[src/rtl/mem_access_ctrl.sv]
// Load/store sequencer for a level-sensitive 8-bit data memory.
// Guarantees one address-setup cycle before each single-cycle Rm/Wm strobe.
module mem_access_ctrl #(
   parameter int unsigned DATA_W    = 8,
   parameter int unsigned ADDR_W    = 8,
   parameter int unsigned MEM_DEPTH = 36,
   parameter int unsigned RD_W      = 3
) (
   input  logic              clk,
   input  logic              rst_n,
   input  logic              req_valid,
   output logic              req_ready,
   input  logic              req_load,
   input  logic [ADDR_W-1:0] req_addr,
   input  logic [DATA_W-1:0] req_wdata,
   input  logic [RD_W-1:0]   req_rd,
   output logic              Rm,
   output logic              Wm,
   output logic [ADDR_W-1:0] address,
   output logic [DATA_W-1:0] RegVal,
   input  logic [DATA_W-1:0] Data_out,
   output logic              wb_valid,
   output logic [RD_W-1:0]   wb_rd,
   output logic [DATA_W-1:0] wb_data,
   output logic              fault,
   output logic [7:0]        ops_done
);

   typedef enum logic [2:0] {IDLE, SETUP, ACCESS, RESP, FAULT} state_t;

   state_t          state, state_next;
   logic            accept_c;
   logic            in_range_c;
   logic            load_q;
   logic [RD_W-1:0] rd_q;

   // Next-state logic; addresses at or beyond MEM_DEPTH are never issued
   always_comb begin
      state_next = state;
      accept_c   = 1'b0;
      in_range_c = (req_addr < ADDR_W'(MEM_DEPTH));
      case (state)
         IDLE: begin
            accept_c = req_valid;
            if (req_valid) state_next = in_range_c ? SETUP : FAULT;
         end
         SETUP:   state_next = ACCESS;
         ACCESS:  state_next = load_q ? RESP : IDLE;
         RESP:    state_next = IDLE;
         FAULT:   state_next = IDLE;
         default: state_next = IDLE;
      endcase
   end

   // Strobes and pulses are decoded from the next state so they align with it
   always_ff @(posedge clk or negedge rst_n) begin
      if (!rst_n) begin
         state     <= IDLE;
         req_ready <= 1'b1;
         Rm        <= 1'b0;
         Wm        <= 1'b0;
         address   <= '0;
         RegVal    <= '0;
         load_q    <= 1'b0;
         rd_q      <= '0;
         wb_valid  <= 1'b0;
         wb_rd     <= '0;
         wb_data   <= '0;
         fault     <= 1'b0;
         ops_done  <= '0;
      end else begin
         state     <= state_next;
         req_ready <= (state_next == IDLE);
         Rm        <= (state_next == ACCESS) && load_q;
         Wm        <= (state_next == ACCESS) && !load_q;
         wb_valid  <= (state_next == RESP);
         fault     <= (state_next == FAULT);
         if (accept_c) begin
            load_q  <= req_load;
            address <= req_addr;
            RegVal  <= req_wdata;
            rd_q    <= req_rd;
         end
         if (state == ACCESS) begin
            ops_done <= ops_done + 8'd1;
            if (load_q) begin
               wb_data <= Data_out;
               wb_rd   <= rd_q;
            end
         end
      end
   end

endmodule

[config.mk]
export PLATFORM = sky130hd
export DESIGN_NAME = mem_access_ctrl
export DESIGN_NICKNAME = d
export VERILOG_FILES = /design/src/rtl/mem_access_ctrl.sv
export SDC_FILE = /design/constraint.sdc
export NUM_CORES = 1
export LEC_CHECK = 0
export ABC_CLOCK_PERIOD_IN_PS = 1700
export CORE_AREA = 4 4 74 76
export DETAILED_ROUTE_END_ITERATION = 16
export DIE_AREA = 0 0 78 80
export PLACE_DENSITY = 0.73
export SLEW_MARGIN = 20
export SYNTH_ARGS = -nofsm -noshare
export SYNTH_HDL_FRONTEND = slang
export SYNTH_SLANG_ARGS = --single-unit
[constraint.sdc]
create_clock -name clk -period 1.7 [get_ports clk]
set_input_delay 0.17 -clock clk [delete_from_list [all_inputs] [get_ports clk]]
set_output_delay 0.17 -clock clk [all_outputs]
set_load 0.02 [all_outputs]
==> impl_results.md, run 1 <==
* Status: finished clean
* Critical Path, Cell by Cell: clkdlybuf4s50_1
* DR DRC count at 0
* Peak fanout along the critical path at 1
* Final Hold Viols at 0
* DR WL/cell at 15.70 µm
* Die Y-Extent at 80 µm
* GPL Wtd Cong at 0.8426
* F_max at 634.3 MHz
* Port Buffer Count at 70
* Library cells used by synthesis at 26
* Root buf cell: clkbuf_8
* Initial antenna violation count at 0
* Non-filler cells, final at 260
* Static leakage at 1.157 nW
* Die ar. at 6240 µm²
* Length of the first detailed-routing pass in iterations at 4
* Setup CP Type: reg -> out
* Slowest stage delay, CP at 600 ps
* Top post-synthesis cells by area: dfrtp_1 62%, mux2_2 15%, mux2_4 5.7%
* Antenna cells at 0
* Worst-path clk slew at 70 ps
* Total negative setup slack at 0 ps
* #FFs+latches synth at 47
* Largest area contributor in the netlist: dfrtp_1
* Number of fill cells at 370
* Aggregate global routing overflow at 0
* NumNets Final at 224
* Post-synth EDFFs at 0
* Synth top area share at 62.12%
* Initial DRC Count at 40
* Compound-gate portion of the synthesized area at 1.958%
* # resized after CTS at 0
* Seq/Total Area, Yosys at 63.54%
* Core footprint at 4723 µm²
* Top_reg_cell synth: dfrtp_1
* Starting Density at 39.23%
* Placed cells at 251
* Critical Path Sink Type: output port
* Worst setup SP type: flip-flop
* Fin crit share at 92.74%
* WP buf/inv at 1
* Slew @ Worst Pin at 574.3 ps
* Vias at 1,221
* Final setup fails at 0
* H-tree Lvls at 2
* Cell Int Power at 2.922 mW
* NetSw at 1.466 mW
* Slowest CP cell: clkdlybuf4s50_1
* CP startpoint: req_ready
* First-pass GRT wire length at 6.555 mm
* Cells after Synth at 113
* Sequential power share at 41.1%
* Main combinational cell family by area after synthesis: multiplexers
* Worst clock skew at 6.293 ps
* Row count at 25
* Switching Share at 33.41%
* Combinational Power Share at 44.5%
* DIE WIDTH at 78 µm
* CTS tree: done
* Layout Utilization at 58.38%
* Largest net degree at the start of global routing at 25
* RSZ-0062 raised after global routing: no
* Reg2reg start: state[2]
* Fraction of registers with async set or reset after synthesis at 100.0%
* Total setup buffers inserted after CTS at 0
* Drt total wl at 4.081 mm
* Post-Syn Nets at 145
* Synth Area in Simple Gates at 7.427%
* I/O pins at 71
* TritonCTS Buffers at 5
* Mapped Area at 1853 µm²
* Worst-Skew Late Latency at 290 ps
* Syn avg cell area at 16.40 µm²
* Post-DP Area at 2666 µm²
* Top-count cell post-synth: dfrtp_1
* Longest Clk Path Bufs at 2
* HPWL after DPL at 3.197 mm
* Yosys warns at 0
* VDD IR max at 0.6414 mV
* Tightest Hold Check Type: in -> async
* Number of global-route vias before repair at 1,336
* Area growth, synth to finish at 48.82%
* Synth Area in Adders at 0.6752%
* Post-synthesis xor/xnor area fraction at 3.309%
* CP delay by family, top: buffers and inverters
* Top cells by count, synth: 46 x dfrtp_1, 25 x mux2_2, 7 x mux2_4
* Worst slew margin at 61.72%
* Cell area power density at 1591 nW/µm²
* CP required at 1530 ps
* Drt via density at 4.696
* CP arrival at 1410 ps
* Final ANT Viol Nets at 0
* Layout cells sized above 1 at 25.39%
* Clk pwr share at 14.3%
* Post-synthesis mux area share at 20.86%
* Overall Global Routing Usage at 13.73%
* Final Instance Area at 2758 µm²
* Max Cap Viol at 0
* Minimum clock period at 1577 ps
* Max-slew violation count at 0
* Clock Sinks at 47
==> worst paths after layout <==
kind                               endpoint  slack, ps  depth (start not counted)
worst max-delay path              req_ready        120                          1
worst min-delay path             wb_data[2]        420                          2
worst max register to register   wb_data[7]        150                          4
worst min register to register  ops_done[7]        480                          1
max in group asynchronous       ops_done[4]        770                          3
min in group clk                ops_done[7]        480                          1
==> state kept, by name, summed over array words and instances (netlist names) <==
signal / flops
RegVal: 8
address: 8
ops_done: 8
wb_data: 8
rd_q: 3
state: 3
wb_rd: 3
Rm: 1
Wm: 1
fault: 1
load_q: 1
req_ready: 1
wb_valid: 1
==> logic make-up (layout without fill, tap and decap cells) <==
logic type	Yosys count	after routing
AND/OR/NAND/NOR	17	17
buffers and inverters	4	84
AO/OA/AOI/OAI	5	5
adder cells (fa/ha/maj)	1	1
XOR/XNOR	7	7
flip-flops	47	47
multiplexers	32	32
==> cell type report <==
class	instances	area, µm²	share of cell area [%]
clock buffer	7	76.32	2.768
clock inverter	1	5.005	0.1815
multi-input combinational	62	634.4	23.00
sequential	47	1177	42.70
tap	67	83.83	3.040
timing repair buffer	76	780.7	28.31
==> per-layer routing <==
layer,vias up,GRT usage [%],share of wire (%)
met5,-,0,0
li1,561,-,-
met3,3,4.966,6.5
met4,0,3.671,0.88
met1,612,14.20,37
met2,45,26.03,55
==> through the flow <==
step           setup WS [ps]  total power [mW]  hold WS, ps
2_1_floorplan          82.04             2.800       -125.6
3_3_place_gp           123.2             3.723        179.4
3_5_place_dp           76.23             3.807        198.6
4_1_cts                99.29             4.452        424.8
5_1_grt                81.60             4.618        463.3
6_report               123.4             4.388        417.1
==> repair_timing <==
action,in CTS,in global routing
setup endpoints to repair,0,0
hold buffers,1,0
endpoints found under the hold margin,22,0
==> layout by cell type (no fill, tap or decap) <==
| cell | synthesis | final |
|---|---|---|
| nor4b_1 | 1 | 1 |
| dfrtp_1 | 46 | 46 |
| dlygate4sd3_1 | 0 | 1 |
| buf_4 | 0 | 2 |
| clkinv_2 | 0 | 1 |
| nand3b_1 | 1 | 1 |
| clkbuf_1 | 0 | 2 |
| a21oi_1 | 1 | 1 |
| buf_2 | 2 | 1 |
| clkdlybuf4s50_1 | 0 | 69 |
| clkbuf_8 | 0 | 5 |
| and3_1 | 2 | 2 |
| nand2b_1 | 1 | 1 |
| nor2_1 | 1 | 1 |
| nor3_1 | 1 | 1 |
| mux2_2 | 25 | 25 |
| a31o_2 | 1 | 1 |
| a21boi_0 | 2 | 2 |
| mux2_4 | 7 | 7 |
| buf_12 | 1 | 3 |
| nor3b_4 | 1 | 1 |
| and2_1 | 1 | 1 |
| xnor2_1 | 6 | 6 |
| ha_1 | 1 | 1 |
| nand2_1 | 2 | 2 |
| dfstp_2 | 1 | 1 |
| o31ai_1 | 1 | 1 |
| xor2_1 | 1 | 1 |
| nand4_1 | 4 | 4 |
| and4bb_2 | 1 | 1 |
| nor4b_4 | 1 | 1 |
==> power groups by stage <==
stage               clock network [mW]  registers (mW)  logic [mW]
finish                           0.628            1.80        1.95
global route                     0.692            1.86        2.07
CTS                              0.656            1.81        1.98
detailed placement                   0            1.83        1.98
global placement                     0            1.80        1.92
floorplan                            0            2.22       0.577
Note: power is estimated with default switching activity, not from simulation.
==> run 2, diff against run 1 <==
- ABC_AREA: default -> 1
- CORE_AREA: 4 4 74 76 -> 4 4 75 77
- DIE_AREA: 0 0 78 80 -> 0 0 79 81
==> run 2 against run 1 <==
Against the previous run: non-clock buffer count down 2; combinational power up 13%; hold slack worse by 17 ps; sequential share of layout area down 0.98 points; core utilization down 2.0 points; largest power group unchanged; first-iteration DRC count up 25%; die area up 2.5%; critical path depth unchanged.
==> impl_results.md, run 2 <==
* Top-count cell post-synth: nand2_1
* CP arrival at 1430 ps
* Clk pwr share at 17.2%
* Number of global-route vias before repair at 1,611
* Max-slew violation count at 0
* DIE WIDTH at 79 µm
* Switching Share at 38.19%
* Yosys warns at 0
* Largest area contributor in the netlist: dfrtp_1
* Mapped Area at 1936 µm²
* Port Buffer Count at 70
* Worst setup SP type: flip-flop
* Seq/Total Area, Yosys at 60.83%
* DR DRC count at 0
* Core footprint at 5010 µm²
* Longest Clk Path Bufs at 2
* F_max at 625.6 MHz
* Number of fill cells at 481
* Drt via density at 4.474
* Largest net degree at the start of global routing at 32
* Worst-path clk slew at 80 ps
* Worst slew margin at 52.71%
* Worst clock skew at 5.322 ps
* Area growth, synth to finish at 45.83%
* Die Y-Extent at 81 µm
* Setup CP Type: reg -> out
* CP delay by family, top: buffers and inverters
* Final Hold Viols at 0
* Most common cell after layout, fill and taps aside: nand2_1
* Final setup fails at 0
* NetSw at 1.882 mW
* Length of the first detailed-routing pass in iterations at 4
* Layout cells sized above 1 at 7.216%
* TritonCTS Buffers at 5
* WP buf/inv at 1
* Total setup buffers inserted after CTS at 0
* Fraction of registers with async set or reset after synthesis at 100.0%
* Overall Global Routing Usage at 14.16%
* VDD IR max at 0.7927 mV
* Starting Density at 38.64%
* Top post-synthesis cells by area: dfrtp_1 59%, nand2_1 18%, nand3_1 4.7%
* Top_reg_cell synth: dfrtp_1
* Antenna cells at 0
* Most frequent cells in the layout: 93 x nand2_1, 69 x clkdlybuf4s50_1, 46 x dfrtp_1
* Final ANT Viol Nets at 0
* Critical Path Sink Type: output port
* Sequential power share at 37.9%
* Cells after Synth at 216
* RSZ-0062 raised after global routing: no
* #FFs+latches synth at 47
* Initial antenna violation count at 0
* Final Instance Area at 2823 µm²
* Cell Int Power at 3.046 mW
* Initial DRC Count at 50
* Synth top area share at 59.47%
* Critical Path, Cell by Cell: clkdlybuf4s50_1
* H-tree Lvls at 2
* Post-DP Area at 2695 µm²
* Aggregate global routing overflow at 0
* CP required at 1530 ps
* Drt total wl at 4.295 mm
* Library cells used by synthesis at 24
* GPL Wtd Cong at 0.8334
* CTS tree: done
* FF+latch area at 1177 µm²
* Fin crit share at 94.02%
* Top cells by count, synth: 93 x nand2_1, 46 x dfrtp_1, 18 x nand3_1
* Total negative setup slack at 0 ps
* Slew @ Worst Pin at 709.3 ps
* Combinational Power Share at 44.9%
* Post-Syn Nets at 248
* HPWL after DPL at 3.143 mm
* Cell area power density at 1746 nW/µm²
* I/O pins at 71
* Root buf cell: clkbuf_8
* NumNets Final at 322
* Clock Sinks at 47
* Multi-input gate area at 644.4 µm²
* Slowest CP cell: clkdlybuf4s50_1
* Max Cap Viol at 0
* Worst-Skew Late Latency at 300 ps
* First-pass GRT wire length at 7.189 mm
* Minimum clock period at 1598 ps
* Reg2Reg Setup Slack at 210 ps
* Row count at 26
* Tightest Hold Check Type: in -> reg
* Die ar. at 6399 µm²
* DR WL/cell at 11.90 µm
* Slowest stage delay, CP at 600 ps
* Post-synth EDFFs at 0
* Status: finished clean
* Vias at 1,615
* Peak fanout along the critical path at 1
* Syn avg cell area at 8.961 µm²
* Static leakage at 1.372 nW
[run 2: cell count changes after synthesis, moves of 3 or more]
| cell | delta |
|---|---|
| nand3_1 | +18 |
| mux2_2 | -25 |
| nand2_1 | +91 |
| nor2_1 | +9 |
| xnor2_1 | -3 |
| inv_1 | +14 |
| nand4_1 | -3 |
| o21ai_0 | +6 |
| nand2_2 | +3 |
| mux2_4 | -7 |
[run 2: through the flow]
| step | worst slack [ps] | hold WS [ps] | power [mW] | cells | util [%] |
|---|---|---|---|---|---|
| 2_1_floorplan | 525.3 | -125.6 | 3.108 | 216 | - |
| 3_3_place_gp | 269.3 | 251.1 | 4.078 | 352 | 53.80 |
| 3_5_place_dp | 201.5 | 256.8 | 4.129 | 352 | 53.80 |
| 4_1_cts | 80.12 | 388.4 | 4.996 | 361 | 56.34 |
| 5_1_grt | 33.64 | 412.6 | 5.280 | 361 | 56.34 |
| 6_report | 101.6 | 399.8 | 4.928 | 361 | 56.34 |
[run 2: worst paths after layout]
path                                  start           to  depth (start not counted)
worst max-delay path              req_ready    req_ready                          1
worst min-delay path            Data_out[2]   wb_data[2]                          3
worst max register to register     state[2]   address[3]                          6
worst min register to register    RegVal[4]    RegVal[4]                          2
max in group asynchronous             rst_n    RegVal[0]                          3
min in group asynchronous             rst_n  ops_done[2]                          2
[run 2: logic make-up (layout without fill, tap and decap cells)]
kind of cell / Yosys count / count (layout) / share of synthesized area [%]
AND/OR/NAND/NOR: 128 / 128 / 27.47
flip-flops: 47 / 47 / 60.83
buffers and inverters: 24 / 99 / 5.882
AO/OA/AOI/OAI: 12 / 12 / 3.361
XOR/XNOR: 4 / 4 / 1.810
adder cells (fa/ha/maj): 1 / 1 / 0.6463
[run 2: per-layer routing]
metal | share of wire [%] | GRT usage, %
met4 | 1.0 | 3.608
met1 | 44 | 16.58
met5 | 0 | 0
met2 | 45 | 24.16
met3 | 9.2 | 5.876
[run 2: what timing repair did]
item	CTS	global route
hold buffers	1	0
hold endpoints to repair	28	0
gates resized for setup	0	0
[run 2: area by class of cell]
class,instances,area share [%]
clock buffer,6,2.926
clock inverter,2,1.241
inverter,17,2.394
multi-input combinational,145,22.83
sequential,47,41.71
tap,70,3.103
timing repair buffer,74,25.80
[run 2: power groups by stage]
stage | combinational [mW] | sequential (mW) | clock, mW
final | 2.21 | 1.87 | 0.849
after floorplan | 0.776 | 2.33 | 0
after detailed placement | 2.25 | 1.88 | 0
after CTS | 2.25 | 1.87 | 0.873
after global placement | 2.20 | 1.88 | 0
after global routing | 2.44 | 1.93 | 0.913
